[src/rtl/mult_pkg.sv]
// Shared types and defaults for the sequential shift-add multiplier.
package mult_pkg;
  localparam int SIZE_DEF = 8;

  typedef enum logic [1:0] {IDLE, RUN, DONE} state_t;

  typedef logic id_t;
endpackage

[src/rtl/mult_shift_add_step.sv]
// Shift-add datapath: one multiplier bit per step; acc is the post-step sum.
// Latency: load on one edge, then one bit per step edge; no flow control of its own.
module mult_shift_add_step
  import mult_pkg::*;
#(
  parameter int size = SIZE_DEF
) (
  input  logic              clk,
  input  logic              rst_n,
  input  logic              load,
  input  logic              step,
  input  logic [size-1:0]   a,
  input  logic [size-1:0]   b,
  output logic [2*size-1:0] acc,
  output logic              last,
  output logic              b_zero
);
  localparam int CW = $clog2(size + 1);

  logic [2*size-1:0] r_temp_a;
  logic [2*size-1:0] r_acc;
  logic [size-1:0]   r_temp_b;
  logic [CW-1:0]     r_cnt;

  always_ff @(posedge clk or negedge rst_n) begin
    if (!rst_n) begin
      r_temp_a <= '0;
      r_temp_b <= '0;
      r_acc    <= '0;
      r_cnt    <= '0;
    end else if (load) begin
      r_temp_a <= {{size{1'b0}}, a};
      r_temp_b <= b;
      r_acc    <= '0;
      r_cnt    <= CW'(size);
    end else if (step) begin
      r_acc    <= acc;
      r_temp_a <= r_temp_a << 1;
      r_temp_b <= r_temp_b >> 1;
      r_cnt    <= r_cnt - CW'(1);
    end
  end

  // Exposing the updated sum lets the owner capture the product on the final step edge.
  assign acc    = r_temp_b[0] ? (r_acc + r_temp_a) : r_acc;
  assign last   = (r_cnt == CW'(1));
  assign b_zero = ((r_temp_b >> 1) == '0);
endmodule

[src/rtl/mult_seq_arb.sv]
// Round-robin shared shift-add multiplier; MULT_SEQ_EARLY_EXIT_EN ends RUN once remaining b bits are zero.
// Latency: result valid size edges after accept (early exit: 1 + msb index of b); one product per size+2 cycles.
// Backpressure: DONE holds out/out_id until out_ready; req_ready stays low outside IDLE.
module mult_seq_arb
  import mult_pkg::*;
#(
  parameter int size = SIZE_DEF
) (
  input  logic              clk,
  input  logic              rst_n,
  input  logic [1:0]        req_valid,
  output logic [1:0]        req_ready,
  input  logic [size-1:0]   a0,
  input  logic [size-1:0]   b0,
  input  logic [size-1:0]   a1,
  input  logic [size-1:0]   b1,
  output logic [2*size-1:0] out,
  output logic              out_id,
  output logic              out_valid,
  input  logic              out_ready,
  output logic              busy
);
  state_t            r_state;
  state_t            w_state_nxt;
  logic              r_rr;
  id_t               r_id;
  logic [2*size-1:0] r_out;
  id_t               r_out_id;
  id_t               w_gnt;
  logic              w_load;
  logic              w_step;
  logic              w_fin;
  logic [size-1:0]   w_a;
  logic [size-1:0]   w_b;
  logic [2*size-1:0] w_acc;
  logic              w_last;
  logic              w_b_zero;

  // The pointer only matters on a tie; a lone requester always wins.
  assign w_gnt = (&req_valid) ? r_rr : req_valid[1];
  assign w_a   = w_gnt ? a1 : a0;
  assign w_b   = w_gnt ? b1 : b0;

  always_comb begin
    w_state_nxt = r_state;
    req_ready   = 2'b00;
    w_load      = 1'b0;
    w_step      = 1'b0;
    w_fin       = 1'b0;
    out_valid   = 1'b0;
    case (r_state)
      IDLE: begin
        if ((|req_valid) && rst_n) begin
          req_ready[w_gnt] = 1'b1;
          w_load           = 1'b1;
          w_state_nxt      = RUN;
        end
      end
      RUN: begin
        w_step = 1'b1;
`ifdef MULT_SEQ_EARLY_EXIT_EN
        w_fin  = w_last | w_b_zero;
`else
        w_fin  = w_last;
`endif
        if (w_fin) w_state_nxt = DONE;
      end
      DONE: begin
        out_valid = 1'b1;
        if (out_ready) w_state_nxt = IDLE;
      end
      default: w_state_nxt = IDLE;
    endcase
  end

  always_ff @(posedge clk or negedge rst_n) begin
    if (!rst_n) begin
      r_state  <= IDLE;
      r_rr     <= 1'b0;
      r_id     <= 1'b0;
      r_out    <= '0;
      r_out_id <= 1'b0;
    end else begin
      r_state <= w_state_nxt;
      if (w_load) begin
        r_rr <= ~w_gnt;
        r_id <= w_gnt;
      end
      if (w_fin) begin
        r_out    <= w_acc;
        r_out_id <= r_id;
      end
    end
  end

  mult_shift_add_step #(.size(size)) u_step (
    .clk    (clk),
    .rst_n  (rst_n),
    .load   (w_load),
    .step   (w_step),
    .a      (w_a),
    .b      (w_b),
    .acc    (w_acc),
    .last   (w_last),
    .b_zero (w_b_zero)
  );

  assign out    = r_out;
  assign out_id = r_out_id;
  assign busy   = (r_state != IDLE);
endmodule

[config.mk]
export PLATFORM = sky130hd
export DESIGN_NAME = mult_seq_arb
export DESIGN_NICKNAME = d
export VERILOG_FILES = /design/src/rtl/mult_pkg.sv /design/src/rtl/mult_shift_add_step.sv /design/src/rtl/mult_seq_arb.sv
export SDC_FILE = /design/constraint.sdc
export NUM_CORES = 1
export LEC_CHECK = 0
export BUFFER_PORTS_ARGS = -buffer_cell sky130_fd_sc_hd__buf_2
export CAP_MARGIN = 20
export CORE_MARGIN = 8
export CORE_UTILIZATION = 61
export CTS_CLUSTER_DIAMETER = 120
export CTS_CLUSTER_SIZE = 25
export DETAILED_ROUTE_END_ITERATION = 6
export HOLD_SLACK_MARGIN = 0.15
export PLACE_DENSITY = 0.85
export SLEW_MARGIN = 25
export SYNTH_ARGS = -nofsm -noshare
export SYNTH_HDL_FRONTEND = slang
export SYNTH_SLANG_ARGS = --single-unit
[constraint.sdc]
create_clock -name clk -period 3.6 [get_ports clk]
set_input_delay 0 -clock clk [delete_from_list [all_inputs] [get_ports clk]]
set_output_delay 0 -clock clk [all_outputs]
set_load 0.005 [all_outputs]
[After elaboration in Yosys (flattened, before gate mapping)]
Cells that the tools add are included.
Cells by class
  $add $sub $neg: 2
  $lt $le $gt $ge: 2
  equality and inequality tests: 6
  mux-type cells: 25
  bitwise logic cells: 1
  reductions and logical operators: 8
Operators by type and width (number)
  $mux 16: 5
  $mux 8: 4
  $add 16x16->16: 1
  $mux 2: 5
  $mux 4: 2
  $mux 1: 7
  $ne 2x2->1 const B: 3
  $pmux 2 s3: 1
  $eq 4x1->1 const B: 1
  $reduce_bool 2->1: 2
  $sub 4x1->4 const B: 1
  $reduce_and 3->1: 1
  $eq 2x1->1 const B: 1
  $eq 2x2->1 const B: 1
  $logic_and 1x1->1: 2
  $logic_not 2->1: 1
  $lt 1x2->1 const B: 1
  $reduce_and 2->1: 1
  $reduce_or 2->1: 1
  $demux 1 s1: 1
  $ge 1x1->1 const B: 1
  $not 1->1: 1
Word-level totals
  register bits after elaboration: 65
  output and inout port bits: 21

[Depth between registers and ports, before layout]
Gate-level depths: netlist of run 1.
  depth after elaboration: 8
  depth in mapped cells: 10
  depth with buffers taken out: 10

[Hierarchy]
Synthesis of run 1 repeated with hierarchy kept, for this count alone.
Unflattened totals
  cell total of the unflattened synthesis: 391
  area total of the unflattened synthesis: 3958.8 um^2
By module, submodules not included
  mult_shift_add_step: times used 1, cells an instance 316, area an instance 2890.3 um^2, seq. area each 1101.1 um^2
  mult_seq_arb: times used 1, cells an instance 75, area an instance 1068.5 um^2, seq. area each 525.5 um^2

[Worst setup path after synthesis of run 1]
Ideal clock, no wire load.
  kind: reg-to-reg
  start: reg u_step.r_acc[0]
  end: reg u_step.r_acc[14]
  library setup time: 130 ps
  data arrival time: 2121 ps
  data required time: 3470 ps
  setup slack: 1349 ps
  stages on the path, launching flop included: 11
  path buffers: 0
  cell sequence: dfrtp_1 -> ha_1 -> fa_1 -> a21o_1 -> a31o_2 -> a21o_1 -> nand4_1 -> nand2_1 -> a21oi_1 -> xor2_1 -> o21ai_1
Between the ends
  word-level cells in the longest chain between the ends: 4
RTL lines
  start, declared: RTL line mult_shift_add_step.sv:21  | logic [2*size-1:0] r_acc;
  start signal, assigned: RTL line mult_shift_add_step.sv:29  | r_acc <= '0;
  start signal, assigned: RTL line mult_shift_add_step.sv:34  | r_acc <= '0;
  start signal, assigned: RTL line mult_shift_add_step.sv:37  | r_acc <= acc;
  $add 16x16->16: RTL line mult_shift_add_step.sv:45  | assign acc = r_temp_b[0] ? (r_acc + r_temp_a) : r_acc;
  $mux 16: RTL line mult_shift_add_step.sv:45
  $mux 16: RTL line mult_shift_add_step.sv:36  | end else if (step) begin
  $mux 16: RTL line mult_shift_add_step.sv:31  | end else if (load) begin
No other way between the ends. The select of a mux whose other input is x is not followed.
A chain may end at the register's enable or synchronous reset.

[Final worst setup path of run 1]
  start: reg r_rr
  end: reg u_step.r_temp_a[4]
Between the ends
  word-level cells in the longest chain between the ends: 3
RTL lines
  start, declared: RTL line mult_seq_arb.sv:25  | logic r_rr;
  start signal, assigned: RTL line mult_seq_arb.sv:86  | r_rr <= ~w_gnt;
  $mux 1: RTL line mult_seq_arb.sv:40  | assign w_gnt = (&req_valid) ? r_rr : req_valid[1];
  $mux 8: RTL line mult_seq_arb.sv:41  | assign w_a = w_gnt ? a1 : a0;
  $mux 16: RTL line mult_shift_add_step.sv:31
  end signal, assigned: RTL line mult_shift_add_step.sv:32  | r_temp_a <= {{size{1'b0}}, a};
  end signal, assigned: RTL line mult_shift_add_step.sv:38  | r_temp_a <= r_temp_a << 1;
  end, declared: RTL line mult_shift_add_step.sv:20  | logic [2*size-1:0] r_temp_a;
No other way between the ends.

==> flow_metrics.tcl, run 1 <==
set metrics [dict create \
    grt_max_degree 68 \
    relSlewSlack 0.377 \
    path_cells "o21ai_2, mux2_2, dlygate4sd3_1, nor2_1, a31oi_1" \
    hpwl_um 5910 \
    criticalPathCategory "register to register" \
    cp.required_ps 3780 \
    clock_path_buffers 2 \
    yosys.area.top_type "dfrtp_1" \
    fin_crit_sh 0.700 \
    clock-sinks 65 \
    die_h_um 93.0 \
    antenna_found_initial 0 \
    ys_ff_latch 65 \
    wirelength_um 9340 \
    fin_cells 567 \
    diodes 0 \
    max_stage_delay_ps 720 \
    synth_area_um2 3620 \
    cts_inserted_buffers 9 \
    insertion_delay_ps 350 \
    netlist_top_cells_count "nand2_1 (88), dfrtp_1 (65), nand3_1 (41), o21ai_1 (22), nor2_1 (21)" \
    vias 3241 \
    yosys_warnings 0 \
    grt_pass1_wl_um 15600 \
    wl_per_cell_um 16.5 \
    start_util 0.622 \
    cts_setup_buffers 0 \
    maxCapViolCount 0 \
    max_freq_mhz 397 \
    grt_usage 0.225 \
    p_int_mw 2.26 \
    worstMarginPinSlew_ps 935 \
    fp.dieW_um 93.0 \
    fillers 395 \
    start_kind "register" \
    total_leakage_power_nw 2.27 \
    synth_edf_count 0 \
    via_per_inst 5.72 \
    fin_crit_ps 2520 \
    critPathMaxFanout 18 \
    fin_setup_tns_ps 0 \
    grt_pass1_vias 3225 \
    combPwrFrac 0.536 \
    drtPass1Iterations 4 \
    synthFlopType "dfrtp_1" \
    dr.first_iter.drc_count 216 \
    drtAntennaViolNets 0 \
    drc 0 \
    pin_count 58 \
    r2r_slack_ps 1080 \
    htree_levels 3 \
    rows 28 \
    synthesis.nets 458 \
    ys_types 38 \
    cts_hold_buf 36 \
    skew_ps 10.5 \
    cts_tree "yes" \
    synth_area_leaders "dfrtp_1 (45%), nand2_1 (9.1%), ha_1 (5.9%)" \
    yosysSeqAreaShare 0.449 \
    pwr-share-seq 0.316 \
    drive_gt1_frac 0.197 \
    crit_slowest_cell "o21ai_2" \
    placed_cells 515 \
    syn_inst 403 \
    end_kind "register" \
    synth.avg_cell_area_um2 8.98 \
    nets 542 \
    critPathArrivalTime_ps 2700 \
    io_buffers 57 \
    hold_viol 0 \
    status "complete, no violations" \
    gp_congestion 0.870 \
    clkPwrFrac 0.148 \
    ir_drop_mv 0.484 \
    hold_path_class "primary input to register" \
    yosysMostFrequentCell "nand2_1" \
    synth_top_area_share 0.449 \
    rsz0062_at_grt "false" \
    coreArea_um2 5820 \
    async_flop_share 1.00 \
    clkTransAtPathRegs_ps 80 \
    ctsRootBufferMaster "clkbuf_8" \
    cts_resized 0 \
    overflow 0 \
    setup_viol 0 \
    p_switching_mw 1.85 \
    p_per_area_nw_per_um2 911 \
    slew_viol_final 0 \
    area_growth_syn_to_layout_pct 24.4 \
    p_sw_frac 0.450 \
    die_area_um2 8650 \
]
## state kept, by name, summed over array words and instances (netlist names)
signal and cells:
out 16, out_id 1, r_id 1, r_rr 1, r_state 2, u_step.r_acc 16
u_step.r_cnt 4, u_step.r_temp_a 16, u_step.r_temp_b 8
## routing by layer
layer	track usage	vias up	wire (um)
met5	0	-	0
met4	0.0872	0	161
met3	0.0481	15	457
met2	0.371	102	4670
met1	0.282	1562	4050
li1	-	1562	-
## path summary, 6_finish.rpt
path                            from                 end  depth (start not counted)
setup / recovery                r_rr  u_step.r_temp_a[4]                          5
hold / removal             out_ready          r_state[1]                          3
setup reg to reg                r_rr  u_step.r_temp_a[4]                          5
hold reg to reg               out[4]              out[4]                          2
max in group asynchronous      rst_n     u_step.r_acc[9]                          3
min in group asynchronous      rst_n             out[15]                          3
## per-stage QoR
stage                     worst slack, ps  power (mW)  hold WS (ps)  instance area, um^2  utilization
after floorplan                      1350        2.84          -296                 3620            -
after global placement               1270        3.31           197                 3940        0.678
after detailed placement             1160        3.39           204                 3940        0.678
after CTS                             911        4.07           357                 4500        0.773
after global routing                  949        4.43           406                 4500        0.775
final                                1080        4.10           390                 4500        0.775
## power by group through the flow
stage | Combinational (mW) | Sequential [mW] | Clock, mW
3_5_place_dp | 2.09 | 1.30 | 0
2_1_floorplan | 1.60 | 1.24 | 0
6_report | 2.20 | 1.30 | 0.608
4_1_cts | 2.17 | 1.29 | 0.615
5_1_grt | 2.45 | 1.33 | 0.649
3_3_place_gp | 2.03 | 1.28 | 0
## placed cells by master (no fill, tap or decap), types with 2 or more instances in the layout
| cell | n |
|---|---|
| nand2_1 | 86 |
| dfrtp_1 | 65 |
| buf_2 | 57 |
| nand3_1 | 41 |
| dlygate4sd3_1 | 36 |
| o21ai_1 | 22 |
| nor2_1 | 21 |
| ha_1 | 17 |
| mux2i_1 | 16 |
| a31oi_1 | 15 |
| a21oi_1 | 13 |
| xnor2_1 | 9 |
| mux2_2 | 9 |
| clkbuf_8 | 9 |
| o21ai_0 | 8 |
| inv_1 | 7 |
| xor2_1 | 7 |
| mux2_1 | 6 |
| a21o_1 | 6 |
| buf_4 | 4 |
| and3_1 | 3 |
| nand2b_1 | 3 |
| nand4_1 | 3 |
| a21oi_2 | 3 |
| clkinvlp_4 | 3 |
| o21ai_2 | 2 |
| clkinv_2 | 2 |
## worst max-delay path, delay by kind of cell, from the launching register on
kind	cells	cell delay (ps)
multiplexers	1	420
flip-flops	1	400
buffers and inverters	1	580
AND/OR/NAND/NOR	1	160
AO/OA/AOI/OAI	2	790
## kinds of logic after synthesis
logic type | after synthesis | share of synthesized area
buffers and inverters | 32 | 0.0339
AO/OA/AOI/OAI | 76 | 0.127
flip-flops | 65 | 0.449
AND/OR/NAND/NOR | 165 | 0.196
adder cells (fa/ha/maj) | 18 | 0.0643
XOR/XNOR | 16 | 0.0387
multiplexers | 31 | 0.0909
## final cells by class
class,count,area (um^2),share of cell area
Clock buffer,9,124,0.0275
Clock inverter,7,71.3,0.0158
Inverter,8,30.0,0.00667
Multi-Input combinational cell,306,1880,0.418
Sequential cell,65,1630,0.361
Tap cell,75,93.8,0.0208
Timing Repair Buffer,97,676,0.150
Note: power is estimated with default switching activity, not from simulation.
==> inputs of run 2 (changes only) <==
CORE_UTILIZATION = 57   (was 61)
PLACE_DENSITY = 0.8   (was 0.85)
clock period = 2.4 ns   (was 3.6 ns; I/O delays follow)
==> run 2 against run 1 <==
- routed wire length up 4.0%
- cell count up 1.6%
- combinational power up 50%
- via count up 2.3%
- non-clock buffer count up 7
- critical path depth up 5
- die area up 5.8%
- register-to-register slack worse by 1000 ps
- worst hold slack worse by 200 ps
- first-iteration DRC count up 9.3%
- cell area up 1.4%
==> flow_metrics.tcl, run 2 (synthesized netlist as in run 1, its figures left out) <==
set metrics [dict create \
    clock_path_buffers 2 \
    insertion_delay_ps 350 \
    utilization 0.732 \
    max_freq_mhz 428 \
    die_h_um 95.7 \
    p_sw_frac 0.445 \
    grt_max_degree 68 \
    regArea_um2 1630 \
    wl_met1_um 4230 \
    drive_gt1_frac 0.211 \
    clkPwrFrac 0.140 \
    critPathArrivalTime_ps 2610 \
    fin_crit_ps 2340 \
    antenna_found_initial 1 \
    hold_path_class "primary input to register" \
    setup_viol 0 \
    ir_drop_mv 1.01 \
    grt_pass1_vias 3408 \
    overflow 0 \
    fillers 453 \
    max_stage_delay_ps 410 \
    p_switching_mw 2.74 \
    maxCapViolCount 0 \
    critical_path_buf_inv_count 0 \
    io_buffers 57 \
    relSlewSlack 0.442 \
    status "complete, no violations" \
    via_per_inst 5.76 \
    met3RoutedLength_um 564 \
    grt_usage 0.224 \
    ctsRootBufferMaster "clkbuf_8" \
    top_layer_used "met4" \
    crit_slowest_cell "dfrtp_1" \
    p_per_area_nw_per_um2 1350 \
    worstMarginPinSlew_ps 837 \
    fin_crit_sh 0.974 \
    grt_pass1_wl_um 15800 \
    fp.dieW_um 95.7 \
    die_area_um2 9160 \
    combPwrFrac 0.535 \
    coreArea_um2 6240 \
    path_delay_family "compound AO/OA/AOI/OAI gates" \
    critPathMaxFanout 3 \
    criticalPathCategory "register to register" \
    total_leakage_power_nw 2.29 \
    wl_per_cell_um 16.9 \
    path_cells "ha_2, fa_2, a21o_1, a31o_2, a21oi_2, o2111ai_1, o211ai_2, xnor2_1, mux2i_1, o21ai_1" \
    dr.first_iter.drc_count 236 \
    layout_commonest_cell "nand2_1" \
    drtPass1Iterations 7 \
    fin_setup_tns_ps 0 \
    clock-sinks 65 \
    rows 29 \
    rsz0062_at_grt "true" \
    cts_inserted_buffers 9 \
    wirelength_um 9710 \
    cp.required_ps 2670 \
    slew_viol_final 0 \
    drtAntennaViolNets 0 \
    p_int_mw 3.41 \
    vias 3316 \
    htree_levels 3 \
    start_util 0.580 \
    start_kind "register" \
    area_growth_syn_to_layout_pct 26.2 \
    wl_met2_um 4680 \
    drc 0 \
    skew_ps 12.4 \
    mostFrequentLayoutCells "nand2_1 (87), dfrtp_1 (65), buf_2 (57)" \
    hold_viol 0 \
    multiInputGateArea_um2 1890 \
    cts_tree "yes" \
    nets 549 \
    clkTransAtPathRegs_ps 80 \
    pin_count 58 \
    gp_congestion 0.861 \
    hpwl_um 5980 \
    end_kind "register" \
    pwr-share-seq 0.325 \
]
==> run 2: cell count changes in the layout (fill, tap and decap cells not counted), sizes merged <==
cell	change
clkbuf	+4
dlygate4sd3	-1
diode	+1
buf	+8
clkinvlp	-2
bufinv	-1
clkinv	-2
==> run 2: worst paths after layout <==
check | end | cells past startpoint | startpoint | slack, ps
worst max-delay path | out[12] | 10 | u_step.r_temp_a[0] | 60
worst min-delay path | u_step.r_cnt[2] | 4 | req_valid[1] | 190
worst max register to register | out[12] | 10 | u_step.r_temp_a[0] | 60
worst min register to register | r_id | 1 | r_id | 480
max in group asynchronous | u_step.r_temp_a[6] | 3 | rst_n | 1410
min in group asynchronous | u_step.r_temp_b[6] | 3 | rst_n | 430
==> run 2: routing by layer <==
metal  global-route usage  up-vias
li1                     -     1576
met1                0.272     1604
met2                0.367      115
met3               0.0468       21
met4                0.117        0
met5                    0        -
==> run 2: what timing repair did <==
item                                    in CTS  in global routing
pin swaps                                    1                  4
hold buffers                                35                  0
setup buffers                                0                  2
gates resized for setup                      1                  3
endpoints found under the hold margin       83                  0
endpoints found under the setup margin       3                 15
==> run 2: cell type report <==
type / count / area share
Inverter: 8 / 0.00658
Timing Repair Buffer: 104 / 0.162
Clock inverter: 2 / 0.00274
Clock buffer: 13 / 0.0370
Sequential cell: 65 / 0.356
Tap cell: 77 / 0.0211
Antenna cell: 1 / 0.000548
Multi-Input combinational cell: 306 / 0.414
==> run 2: worst min-delay path: stages <==
cell and delay [ps]:
buf_2 120, nor2_1 120, nor2_1 100, a21oi_1 150
==> run 2: stage by stage <==
stage,setup slack [ps],cells,power (mW),hold WS (ps),area [um^2]
6_report,62.9,576,6.15,187,4570
5_1_grt,-68.1,576,6.64,211,4570
4_1_cts,41.6,573,6.09,150,4540
3_5_place_dp,-10.6,523,5.15,222,4000
3_3_place_gp,71.6,523,5.01,190,4000
2_1_floorplan,149,403,4.26,-296,3620
==> run 2: power by group through the flow <==
stage               combinational (mW)  sequential, mW  clock [mW]
global route                      3.66            2.06       0.918
CTS                               3.24            1.99       0.871
finish                            3.29            2.00       0.859
detailed placement                3.15            2.00           0
floorplan                         2.39            1.86           0
global placement                  3.04            1.97           0
